==> src/rtl/aes_pkg.sv <==
// aes_pkg: shared AES types, FSM encoding and GF(2^8) constant multipliers.
package aes_pkg;
  typedef logic [31:0] word_t;
  typedef logic [127:0] state_t;
  typedef enum logic [1:0] {IDLE, RUN, DONE} fsm_t;
  localparam logic [7:0] AES_POLY = 8'h1B;
  function automatic logic [7:0] xtime(input logic [7:0] b);
    return {b[6:0], 1'b0} ^ (b[7] ? AES_POLY : 8'h00);
  endfunction
  function automatic logic [7:0] gmul_9(input logic [7:0] b);
    return xtime(xtime(xtime(b))) ^ b;
  endfunction
  function automatic logic [7:0] gmul_b(input logic [7:0] b);
    return xtime(xtime(xtime(b))) ^ xtime(b) ^ b;
  endfunction
  function automatic logic [7:0] gmul_d(input logic [7:0] b);
    return xtime(xtime(xtime(b))) ^ xtime(xtime(b)) ^ b;
  endfunction
  function automatic logic [7:0] gmul_e(input logic [7:0] b);
    return xtime(xtime(xtime(b))) ^ xtime(xtime(b)) ^ xtime(b);
  endfunction
endpackage

==> src/rtl/inv_mix_columns_seq_if.sv <==
// inv_mix_columns_seq_if: start/state handshake and result bus of the InvMixColumns stage.
interface inv_mix_columns_seq_if;
  logic start;
  aes_pkg::state_t state_in;
  logic busy;
  logic done;
  logic [1:0] word_sel;
  aes_pkg::state_t state_out;
  modport master(output start, state_in, input busy, done, word_sel, state_out);
  modport slave(input start, state_in, output busy, done, word_sel, state_out);
endinterface

==> src/rtl/inv_mix_word.sv <==
// inv_mix_word: combinational InvMixColumns of one 32-bit column (row 0 in bits 31:24).
module inv_mix_word
  import aes_pkg::*;
(
  input  word_t col_in,
  output word_t col_out
);
  logic [7:0] a0, a1, a2, a3;
  assign {a0, a1, a2, a3} = col_in;
  assign col_out = {gmul_e(a0) ^ gmul_b(a1) ^ gmul_d(a2) ^ gmul_9(a3),
                    gmul_9(a0) ^ gmul_e(a1) ^ gmul_b(a2) ^ gmul_d(a3),
                    gmul_d(a0) ^ gmul_9(a1) ^ gmul_e(a2) ^ gmul_b(a3),
                    gmul_b(a0) ^ gmul_d(a1) ^ gmul_9(a2) ^ gmul_e(a3)};
endmodule

==> src/rtl/inv_mix_columns_seq.sv <==
// inv_mix_columns_seq: word-serial InvMixColumns, one column per cycle through a shared column unit.
module inv_mix_columns_seq
  import aes_pkg::*;
(
  input logic CLK,
  input logic RESET_N,
  inv_mix_columns_seq_if.slave bus
);
  fsm_t state, state_nx;
  state_t cap, result;
  logic [1:0] word_sel;
  logic [6:0] lsb;
  logic accept;
  word_t col_out;
  // word k lives at bits [127-32k -: 32], i.e. LSB offset 32*(3-k)
  assign lsb = {~word_sel, 5'b0};
  assign accept = bus.start && state != RUN;
  inv_mix_word u_mix (.col_in(cap[lsb +: 32]), .col_out(col_out));
  always_ff @(posedge CLK or negedge RESET_N)
    if (!RESET_N) state <= IDLE;
    else state <= state_nx;
  always_comb
    state_nx = (state == RUN) ? ((word_sel == 2'd3) ? DONE : RUN) : (bus.start ? RUN : IDLE);
  always_comb begin
    bus.busy = state == RUN;
    bus.done = state == DONE;
    bus.word_sel = word_sel;
    bus.state_out = result;
  end
  always_ff @(posedge CLK or negedge RESET_N)
    if (!RESET_N) begin
      cap <= '0;
      result <= '0;
      word_sel <= 2'd0;
    end else if (accept) begin
      cap <= bus.state_in;
      word_sel <= 2'd0;
    end else if (state == RUN) begin
      result[lsb +: 32] <= col_out;
      word_sel <= word_sel + 2'd1;
    end
endmodule

==> src/flat_wrapper.sv <==
// flat-port wrapper written by rule: the top's interface ports become plain ports
module inv_mix_columns_seq_flat import aes_pkg::*;
  (CLK, RESET_N, bus_start, bus_state_in, bus_busy, bus_done, bus_word_sel, bus_state_out);
  inv_mix_columns_seq_if bus_i ();
  input logic CLK;
  input logic RESET_N;
  input wire logic [$bits(bus_i.start)-1:0] bus_start;
  input wire logic [$bits(bus_i.state_in)-1:0] bus_state_in;
  output wire logic [$bits(bus_i.busy)-1:0] bus_busy;
  output wire logic [$bits(bus_i.done)-1:0] bus_done;
  output wire logic [$bits(bus_i.word_sel)-1:0] bus_word_sel;
  output wire logic [$bits(bus_i.state_out)-1:0] bus_state_out;
  assign bus_i.start = bus_start;
  assign bus_i.state_in = bus_state_in;
  assign bus_busy = bus_i.busy;
  assign bus_done = bus_i.done;
  assign bus_word_sel = bus_i.word_sel;
  assign bus_state_out = bus_i.state_out;
  inv_mix_columns_seq u_core (.CLK(CLK), .RESET_N(RESET_N), .bus(bus_i));
endmodule
==> config.mk <==
export PLATFORM = sky130hd
export DESIGN_NAME = inv_mix_columns_seq_flat
export DESIGN_NICKNAME = d
export VERILOG_FILES = /design/src/rtl/aes_pkg.sv /design/src/rtl/inv_mix_columns_seq_if.sv /design/src/rtl/inv_mix_word.sv /design/src/rtl/inv_mix_columns_seq.sv /design/src/flat_wrapper.sv
export SDC_FILE = /design/constraint.sdc
export NUM_CORES = 1
export LEC_CHECK = 0
export CAP_MARGIN = 10
export CORE_AREA = 5 5 162 164
export CTS_CLUSTER_DIAMETER = 60
export DETAILED_ROUTE_END_ITERATION = 16
export DIE_AREA = 0 0 167 169
export GPL_TIMING_DRIVEN = 0
export PLACE_DENSITY = 0.8
export SYNTH_ARGS = -nofsm -noshare
export SYNTH_HDL_FRONTEND = slang
export SYNTH_SLANG_ARGS = --single-unit
==> constraint.sdc <==
create_clock -name CLK -period 3.9 [get_ports CLK]
set_input_delay 1.17 -clock CLK [delete_from_list [all_inputs] [get_ports CLK]]
set_output_delay 1.17 -clock CLK [all_outputs]
set_load 0.1 [all_outputs]
# Word-level counts from Yosys, hierarchy flattened
# Cells that the tools add are included.
# word_totals
n_memories	0
ramBits	0
word_cells	84
ff_bits	260
in_bits	131
latch_bits	0
romBits	0
output_inout_bits	132
# classes
n_addsub	2
reduce_logical	3
shifts	3
bitwise_logic	50
muxes	18
n_div	0
magnitude_cmp	0
n_mul	0
n_eq_ne	4
# op_table
operator	count
XOR 8 bit	41
bitwise mux 128 bit	1
variable shift 32 x 9 -> 128 bit (first input constant)	1
variable part select 128 x 8 -> 32 bit	1
variable part select 32 x 9 -> 128 bit	1
two-way mux 5 bit	12
XOR 8 x 5 -> 8 bit	7
negation 7 -> 9 bit	1
two-way mux 2 bit	4
== test 2 bit (second input constant)	2
adder 2 x 1 -> 2 bit (second input constant)	1
== test 2 x 1 -> 1 bit (second input constant)	1
!= test 2 x 1 -> 1 bit (second input constant)	1
NOT 2 bit	1
AND reduction 2 bit	1
nonzero test 2 bit	1
logical AND 1 bit	1
two-way mux 1 bit	1
NOT 1 bit	1

# Longest topological paths before layout
# Gate-level depths: netlist (run 1).
# logic_depth
ltp_word	15
mapped_depth	10
mapped_depth_nobuf	6

# Cells and area by module
# From an unflattened synthesis (run 1), not the netlist that was laid out.
# unflattened
cells_unflattened	969
area_unflattened_um2	13490.4
# by_module_without_submodules
mod	n_inst	cells_per_inst	seq_area_each_um2	area_each_um2
inv_mix_columns_seq	1	756	6506.2	11099.4
inv_mix_word	1	213	0.0	2391.0

# Worst setup path after synthesis (run 1)
# OpenSTA, ideal clock, no wires.
# synth_timing
path_type	register to register
from	register u_core.word_sel[0], in the netlist u_core.bus.word_sel[0]
to	register u_core.result[100], in the netlist u_core.bus.state_out[100]
setup_time_ns	0.126
slack_ns	0.353
required_ns	3.774
path_buffers	2
synth_period_minus_slack_ns	3.547
path_stages_with_launch	9
t_arrival_ns	3.421
cell_sequence	dfrtp_1 > buf_6 > buf_12 > mux4_2 > xor2_1 > xnor3_2 > xnor3_2 > xnor2_2 > o21ai_1
# synth_between
elab_chain_cells	13
elab_cells_between_ends	66
classes_between	1 x add/sub; 3 x shift; 13 x mux; 49 x bitwise
# synth_rtl
item	line	rtl
from (decl)	inv_mix_columns_seq.sv:11	logic [1:0] word_sel;
from (signal assigned)	inv_mix_columns_seq.sv:40	word_sel <= word_sel + 2'd1;
NOT 2 bit (*)	inv_mix_columns_seq.sv:16	assign lsb = {~word_sel, 5'b0};
variable part select 128 x 8 -> 32 bit	inv_mix_columns_seq.sv:18	inv_mix_word u_mix (.col_in(cap[lsb +: 32]), .col_out(col_out));
XOR 8 bit (tied with other cells) (2 in a row)	aes_pkg.sv:8	return {b[6:0], 1'b0} ^ (b[7] ? AES_POLY : 8'h00);
two-way mux 5 bit or XOR 8 bit (tied branches)	aes_pkg.sv:8	
XOR 8 x 5 -> 8 bit	aes_pkg.sv:8	
XOR 8 bit (on tied branches) (2 in a row)	aes_pkg.sv:14, aes_pkg.sv:17, aes_pkg.sv:20	
XOR 8 bit (on tied branches) (3 in a row)	--	
variable part select 32 x 9 -> 128 bit	inv_mix_columns_seq.sv:39	result[lsb +: 32] <= col_out;
bitwise mux 128 bit (*)	inv_mix_columns_seq.sv:39	
to (signal, indexed assignment)	inv_mix_columns_seq.sv:39	
to (decl)	inv_mix_columns_seq.sv:10	state_t cap, result;
# Every way passes the cells marked *; elsewhere a longest branch is shown, timed or not.
# A chain may end at the register's enable or synchronous reset.

# Worst setup path after layout (run 1)
# layout_timing
from	register u_core.word_sel[1], in the netlist u_core.bus.word_sel[1]
to	register u_core.result[94], in the netlist u_core.bus.state_out[94]
# The elaborated chain is that of the path after synthesis.

==> results of run 1 <==
-- metal layers --
layer	vias to the layer above	track usage	routed length (um)	share of wire
met5	-	0	13	0.00038
li1	3806	-	-	-
met3	50	0.0523	2500	0.073
met2	326	0.411	16600	0.48
met4	2	0.0548	753	0.022
met1	4277	0.320	14500	0.42
-- synth_stat cells (all sizes together) --
library cell / instances / area, um^2
xnor3: 23 / 523
o21ai: 110 / 551
mux2: 128 / 1440
or3: 3 / 18.8
nor3: 2 / 10.0
inv: 3 / 11.3
nor2: 2 / 7.51
and2: 1 / 6.26
mux4: 32 / 728
nor2b: 1 / 6.26
nand2: 117 / 439
o31ai: 1 / 7.51
nand2b: 1 / 6.26
dfrtp: 260 / 6510
nor4: 1 / 6.26
a22o: 20 / 175
xor2: 37 / 365
xor3: 9 / 218
buf: 20 / 155
nand4: 1 / 6.26
ha: 5 / 62.6
clkbuf: 37 / 139
xnor2: 114 / 1170
or4: 1 / 7.51
-- logic make-up (layout without fill, tap and decap cells) --
logic type | Yosys count | in the layout | synth area share
XOR/XNOR | 183 | 183 | 0.181
buffers and inverters | 60 | 372 | 0.0243
flip-flops | 260 | 260 | 0.518
AND/OR/NAND/NOR | 130 | 130 | 0.0409
multiplexers | 160 | 160 | 0.173
adder cells (fa/ha/maj) | 5 | 5 | 0.00498
AO/OA/AOI/OAI | 131 | 131 | 0.0583
-- worst paths after layout --
check / from / end
max reg2reg: u_core.bus.word_sel[1] / u_core.bus.state_out[94]
min reg2reg: u_core.bus.state_out[115] / u_core.bus.state_out[115]
max: u_core.bus.word_sel[1] / u_core.bus.state_out[94]
min: u_core.bus.state_out[115] / u_core.bus.state_out[115]
min in group asynchronous: RESET_N / u_core.bus.state_out[37]
max in group asynchronous: RESET_N / u_core.cap[59]
-- registers in the layout, indices dropped and copies added (netlist names) --
| register | flops |
|---|---|
| u_core.state | 2 |
| u_core.bus.word_sel | 2 |
| u_core.cap | 128 |
| u_core.bus.state_out | 128 |
-- through the flow --
stage	std cells	setup TNS (ns)	util	worst slack [ns]
after floorplan	929	0	-	0.353
after global placement	1521	-2343.84	0.631	-9.05
after detailed placement	1523	0	0.633	0.147
after CTS	1571	0	0.667	0.146
after global routing	1571	0	0.667	0.00321
final	1571	0	0.667	0.115
-- worst max-delay path: cells and delay by family, from the launching register on --
family,cells,cell delay (ns)
flops,1,0.43
xor+xnor,4,1.65
compound gates,1,0.21
mux,1,0.53
buf+inv,2,0.82
-- layout make-up --
| class | count | share of cell area |
|---|---|---|
| inverter | 3 | 0.000682 |
| buffer | 57 | 0.0178 |
| timing repair buffer | 264 | 0.162 |
| multi-input combinational | 609 | 0.350 |
| clock inverter | 8 | 0.00341 |
| tap | 330 | 0.0250 |
| clock buffer | 40 | 0.0469 |
| sequential | 260 | 0.394 |
==> results by group, run 1 <==
Detailed routing
  • ANT nets after route: 0
  • Drt first pass iters: 5
  • Wirelength per Cell: roughly 22 um
  • Routed vias/inst: ~5.4
  • Final WL: approximately 34000 um
  • DRT iter0 DRCs: about 710
  • Vias post-DR: around 8500
  • DRC: 0

Global routing
  • Global route total overflow: 0
  • Vias in the first global route: 8977
  • Global-route wire length before repair: ~53000 um
  • Initial antenna violation count: 1
  • Tot GR Track Use: 0.241
  • Largest net degree at the start of global routing: approximately 130

Min path
  • Number of cells on the worst hold path: 2
  • Worst hold path type: flip-flop to flip-flop

Setup path
  • Worst path required time: 4.28 ns
  • CP startpoint kind: flip-flop
  • CP cell instances: buf_4 -> clkbuf_1 -> mux4_2 -> xor3_2 -> xnor3_1 -> xnor2_1 -> xnor2_1 -> o21ai_0
  • Crit-path slowest cell: xnor2_1
  • FF-to-FF setup slack: 0.12 ns
  • Most frequent CP cell: xnor2_1
  • CP Capture Type: flip-flop
  • Worst-path maximum fanout: 10
  • CP peak stage delay: about 0.64 ns
  • WP data arrival: 4.17 ns
  • Worst Reg-to-Reg Cells: 8
  • WS Path Type: flip-flop to flip-flop

Clock network
  • Cts repair resizes: 0
  • Clk sinks: 260
  • Cts hold-fix bufs: 0
  • CTS tree: done
  • Clk root buf: clkbuf_16
  • H-Tree Depth: 1
  • Skew-Pair Late Insertion Delay: between 0.5 and 0.6 ns
  • Reg clk slew, reported paths: around 0.06 ns
  • Clk buf depth: 3
  • Post-CTS setup buffer count: 0
  • CTS Buf Count: 27

Floorplanning
  • Chip Width: about 170 um
  • Io pins: approximately 260
  • Initial core utilization: 0.508
  • Cell row count: between 50 and 60
  • Chip height: between 150 and 200 um
  • Die area: 28200 um^2
  • Core footprint: around 25000 um^2

Layout
  • Final net count: between 1000 and 1500
  • Commonest non-fill, non-tap cell in the layout: clkdlybuf4s50_1
  • Area of the multi-input gates: a little under 6000 um^2
  • Area grow syn2layout: 31.4%
  • Design Area, Final: about 17000 um^2
  • ANT cells: 0
  • Sequential cell area: around 6500 um^2
  • Fillcell total: between 1500 and 2000
  • Commonest non-fill, non-tap cells in the layout: 261 x clkdlybuf4s50_1, 260 x dfrtp_1, 128 x mux2_2
  • Share of layout cells above drive strength 1: 0.202

Yosys
  • Syn. warnings: 0
  • FF+latch count, synth: 260
  • Post-Synthesis Cells: approximately 930
  • Sequential element share of the synthesized area: 0.518
  • Synth Cell Area: approximately 13000 um^2
  • Synth cell types: 37
  • Mapped Nets: 1065
  • Syn avg cell area: 13.5 um^2

Placed design
  • DP Area: about 16000 um^2
  • PortBufs: approximately 260
  • HPWL after DPL: about 26000 um
  • Routability cong.: between 0.9 and 1

STA
  • # setup viols final: 0
  • Crit path time final: roughly 3.8 ns
  • Slew Limit Fails: 0
  • Slew @ Worst Pin: slightly above 1 ns
  • RSZ-0062 raised after global routing: false
  • Highest clock rate: 264 MHz
  • Hold Fails Final Rpt: 0
  • Period Utilization, post-route: 0.970
  • Slew margin rel.: 0.311
  • Clock Skews: between 0.01 and 0.015 ns
  • Worst hold margin: 0.477 ns

Job
  • # Max-Cap Violations: 0

Status
  • Status: complete, no violations
Power of run 1 is not shown: default switching activity piles up to over one toggle a cycle in this logic, so the estimate is an artifact.
==> run 2: changes to the inputs <==
- CORE_AREA: 5 5 162 164 -> 5 5 166 168
- DIE_AREA: 0 0 167 169 -> 0 0 171 173
- PLACE_DENSITY: 0.8 -> 0.81
- SYNTH_HIERARCHICAL: default -> 1
==> results by group, run 2 <==
Status
  • Status: complete, no violations

STA
  • Clock Skews: roughly 0.016 ns
  • Setup TNS: 0 ns
  • Highest clock rate: about 270 MHz
  • Hold Fails Final Rpt: 0
  • Slew margin rel.: 0.319
  • Period Utilization, post-route: 0.959
  • # setup viols final: 0
  • Slew Limit Fails: 0
  • Crit path time final: roughly 3.7 ns
  • Slew @ Worst Pin: 1.02 ns

Layout
  • Sequential cell area: ~6500 um^2
  • Commonest non-fill, non-tap cells in the layout: 261 x clkdlybuf4s50_1, 259 x dfrtp_1, 130 x nand2_1
  • Area grow syn2layout: 30.9%
  • ANT cells: 0
  • Fillcell total: ~1900
  • Final core occ: 0.685
  • Share of layout cells above drive strength 1: 0.225
  • Area of the multi-input gates: about 6500 um^2
  • Design Area, Final: around 18000 um^2
  • Post-route insts no fill: 1615
  • Commonest non-fill, non-tap cell in the layout: clkdlybuf4s50_1
  • Final net count: between 1000 and 1500

Yosys
  • Synth top area cells: dfrtp_1 48%, mux2_4 11%, xnor2_1 7.3%
  • EDFF count, synth: 0
  • Synth async-reset ratio: 1.00
  • FF+latch count, synth: between 200 and 300
  • Syn. warnings: 6
  • Top_reg_cell synth: dfrtp_1
  • Synth top area share: 0.482
  • Post-Synthesis Cells: between 900 and 1000
  • Top-count cell post-synth: dfrtp_1
  • Mapped Nets: between 1000 and 1500
  • Area leader, netlist: dfrtp_1
  • Synth Cell Area: 13500 um^2
  • Sequential element share of the synthesized area: 0.482
  • Syn avg cell area: roughly 14 um^2
  • Commonest cells in the netlist: 260 x dfrtp_1, 130 x nand2_1, 112 x xnor2_1
  • Synth cell types: 39

Placed design
  • Placed insts: 1568
  • DP Area: 16600 um^2
  • Routability cong.: around 0.96
  • PortBufs: 262
  • HPWL after DPL: roughly 27000 um

Setup path
  • CP startpoint kind: flip-flop
  • Worst-path maximum fanout: 10
  • WS Path Type: flip-flop to flip-flop
  • FF-to-FF setup slack: ~0.16 ns
  • Worst path required time: between 4 and 5 ns
  • WP data arrival: between 4 and 5 ns
  • CP Capture Type: flip-flop

Floorplanning
  • Die area: 29600 um^2
  • Chip height: 173 um
  • Core footprint: around 26000 um^2
  • Cell row count: approximately 60
  • Chip Width: roughly 170 um
  • Initial core utilization: 0.524
  • Io pins: about 260

Clock network
  • Cts hold-fix bufs: 0
  • CTS tree: done
  • Reg clk slew, reported paths: roughly 0.06 ns
  • Clk sinks: between 200 and 300
  • Skew-Pair Late Insertion Delay: around 0.53 ns
  • Clk buf depth: 3
  • Post-CTS setup buffer count: 0
  • H-Tree Depth: 1
  • CTS Buf Count: 27
  • Clk root buf: clkbuf_16

Global routing
  • Vias in the first global route: ~9400
  • Global-route wire length before repair: ~55000 um
  • Largest net degree at the start of global routing: 125
  • Global route total overflow: 0
  • Tot GR Track Use: 0.239
  • Initial antenna violation count: 0

Detailed routing
  • DRC: 0
  • Drt first pass iters: 5
  • Wirelength per Cell: between 20 and 25 um
  • Routed vias/inst: 5.47
  • Vias post-DR: 8827
  • DRT iter0 DRCs: between 800 and 900
  • ANT nets after route: 0
  • Final WL: 35800 um

Min path
  • Worst hold path type: primary input to async pin

Job
  • # Max-Cap Violations: 0
## run 2: cell count changes after synthesis, sizes merged, moves of 3 or more
cell | before | now
o21ai | 110 | 62
or3 | 3 | 0
nand2 | 117 | 130
xnor3 | 23 | 27
nand3b | 0 | 3
xor2 | 37 | 46
a22o | 20 | 64
clkbuf | 37 | 24
buf | 20 | 47
## run 2: worst paths after layout
path | depth (start not counted) | from | end
worst max-delay path | 10 | u_core/bus.word_sel[0] | u_core/bus.state_out[123]
worst min-delay path | 1 | RESET_N | u_core/bus.state_out[51]
worst max register to register | 10 | u_core/bus.word_sel[0] | u_core/bus.state_out[123]
worst min register to register | 2 | u_core/bus.state_out[60] | u_core/bus.state_out[60]
max in group asynchronous | 2 | RESET_N | u_core/bus.word_sel[0]
min in group CLK | 2 | u_core/bus.state_out[60] | u_core/bus.state_out[60]
## run 2: layout make-up
type | instances | area share
Multi-Input combinational cell | 634 | 0.371
Sequential cell | 260 | 0.368
Buffer | 71 | 0.0334
Clock buffer | 37 | 0.0426
Clock inverter | 10 | 0.00829
Tap cell | 335 | 0.0237
Inverter | 4 | 0.000850
Timing Repair Buffer | 264 | 0.152
## run 2: through the flow
stage	worst slack [ns]	hold slack (ns)
2_1_floorplan	0.119	0.459
3_3_place_gp	-9.86	0.464
3_5_place_dp	-0.343	0.470
4_1_cts	0.00727	0.431
5_1_grt	-0.000111	0.437
6_report	0.161	0.451
## run 2: kinds of logic after synthesis
group,count (synthesis),share of synthesized area
AOI/OAI and AO/OA,129,0.0664
xor gates and xnor gates,196,0.168
adders and majority gates,5,0.00464
buffers and inverters,75,0.0441
DFF,260,0.482
muxes,161,0.189
and+or+nand+nor,143,0.0458
## run 2: critical path, stage by stage, from the launching register on
cell	delay, ns
dfrtp_2	0.42
buf_4	0.25
clkbuf_4	0.33
mux4_2	0.56
buf_2	0.21
xor3_2	0.52
xor3_1	0.40
xnor3_1	0.39
xor2_4	0.31
nand2_1	0.11
o21ai_1	0.15
## run 2: repair_timing
item                       4_1_cts  5_1_grt
setup endpoints to repair       36       54
gates resized for setup         10       17
pin swaps                        0        0
## run 2: layer usage
metal / global-route usage / vias to the layer above / share of wire
li1: - / 3949 / -
met2: 0.405 / 378 / 0.49
met4: 0.0558 / 0 / 0.024
met5: 0 / - / 0
met3: 0.0429 / 58 / 0.083
met1: 0.323 / 4442 / 0.41
Power of run 2 is left out for the same reason.
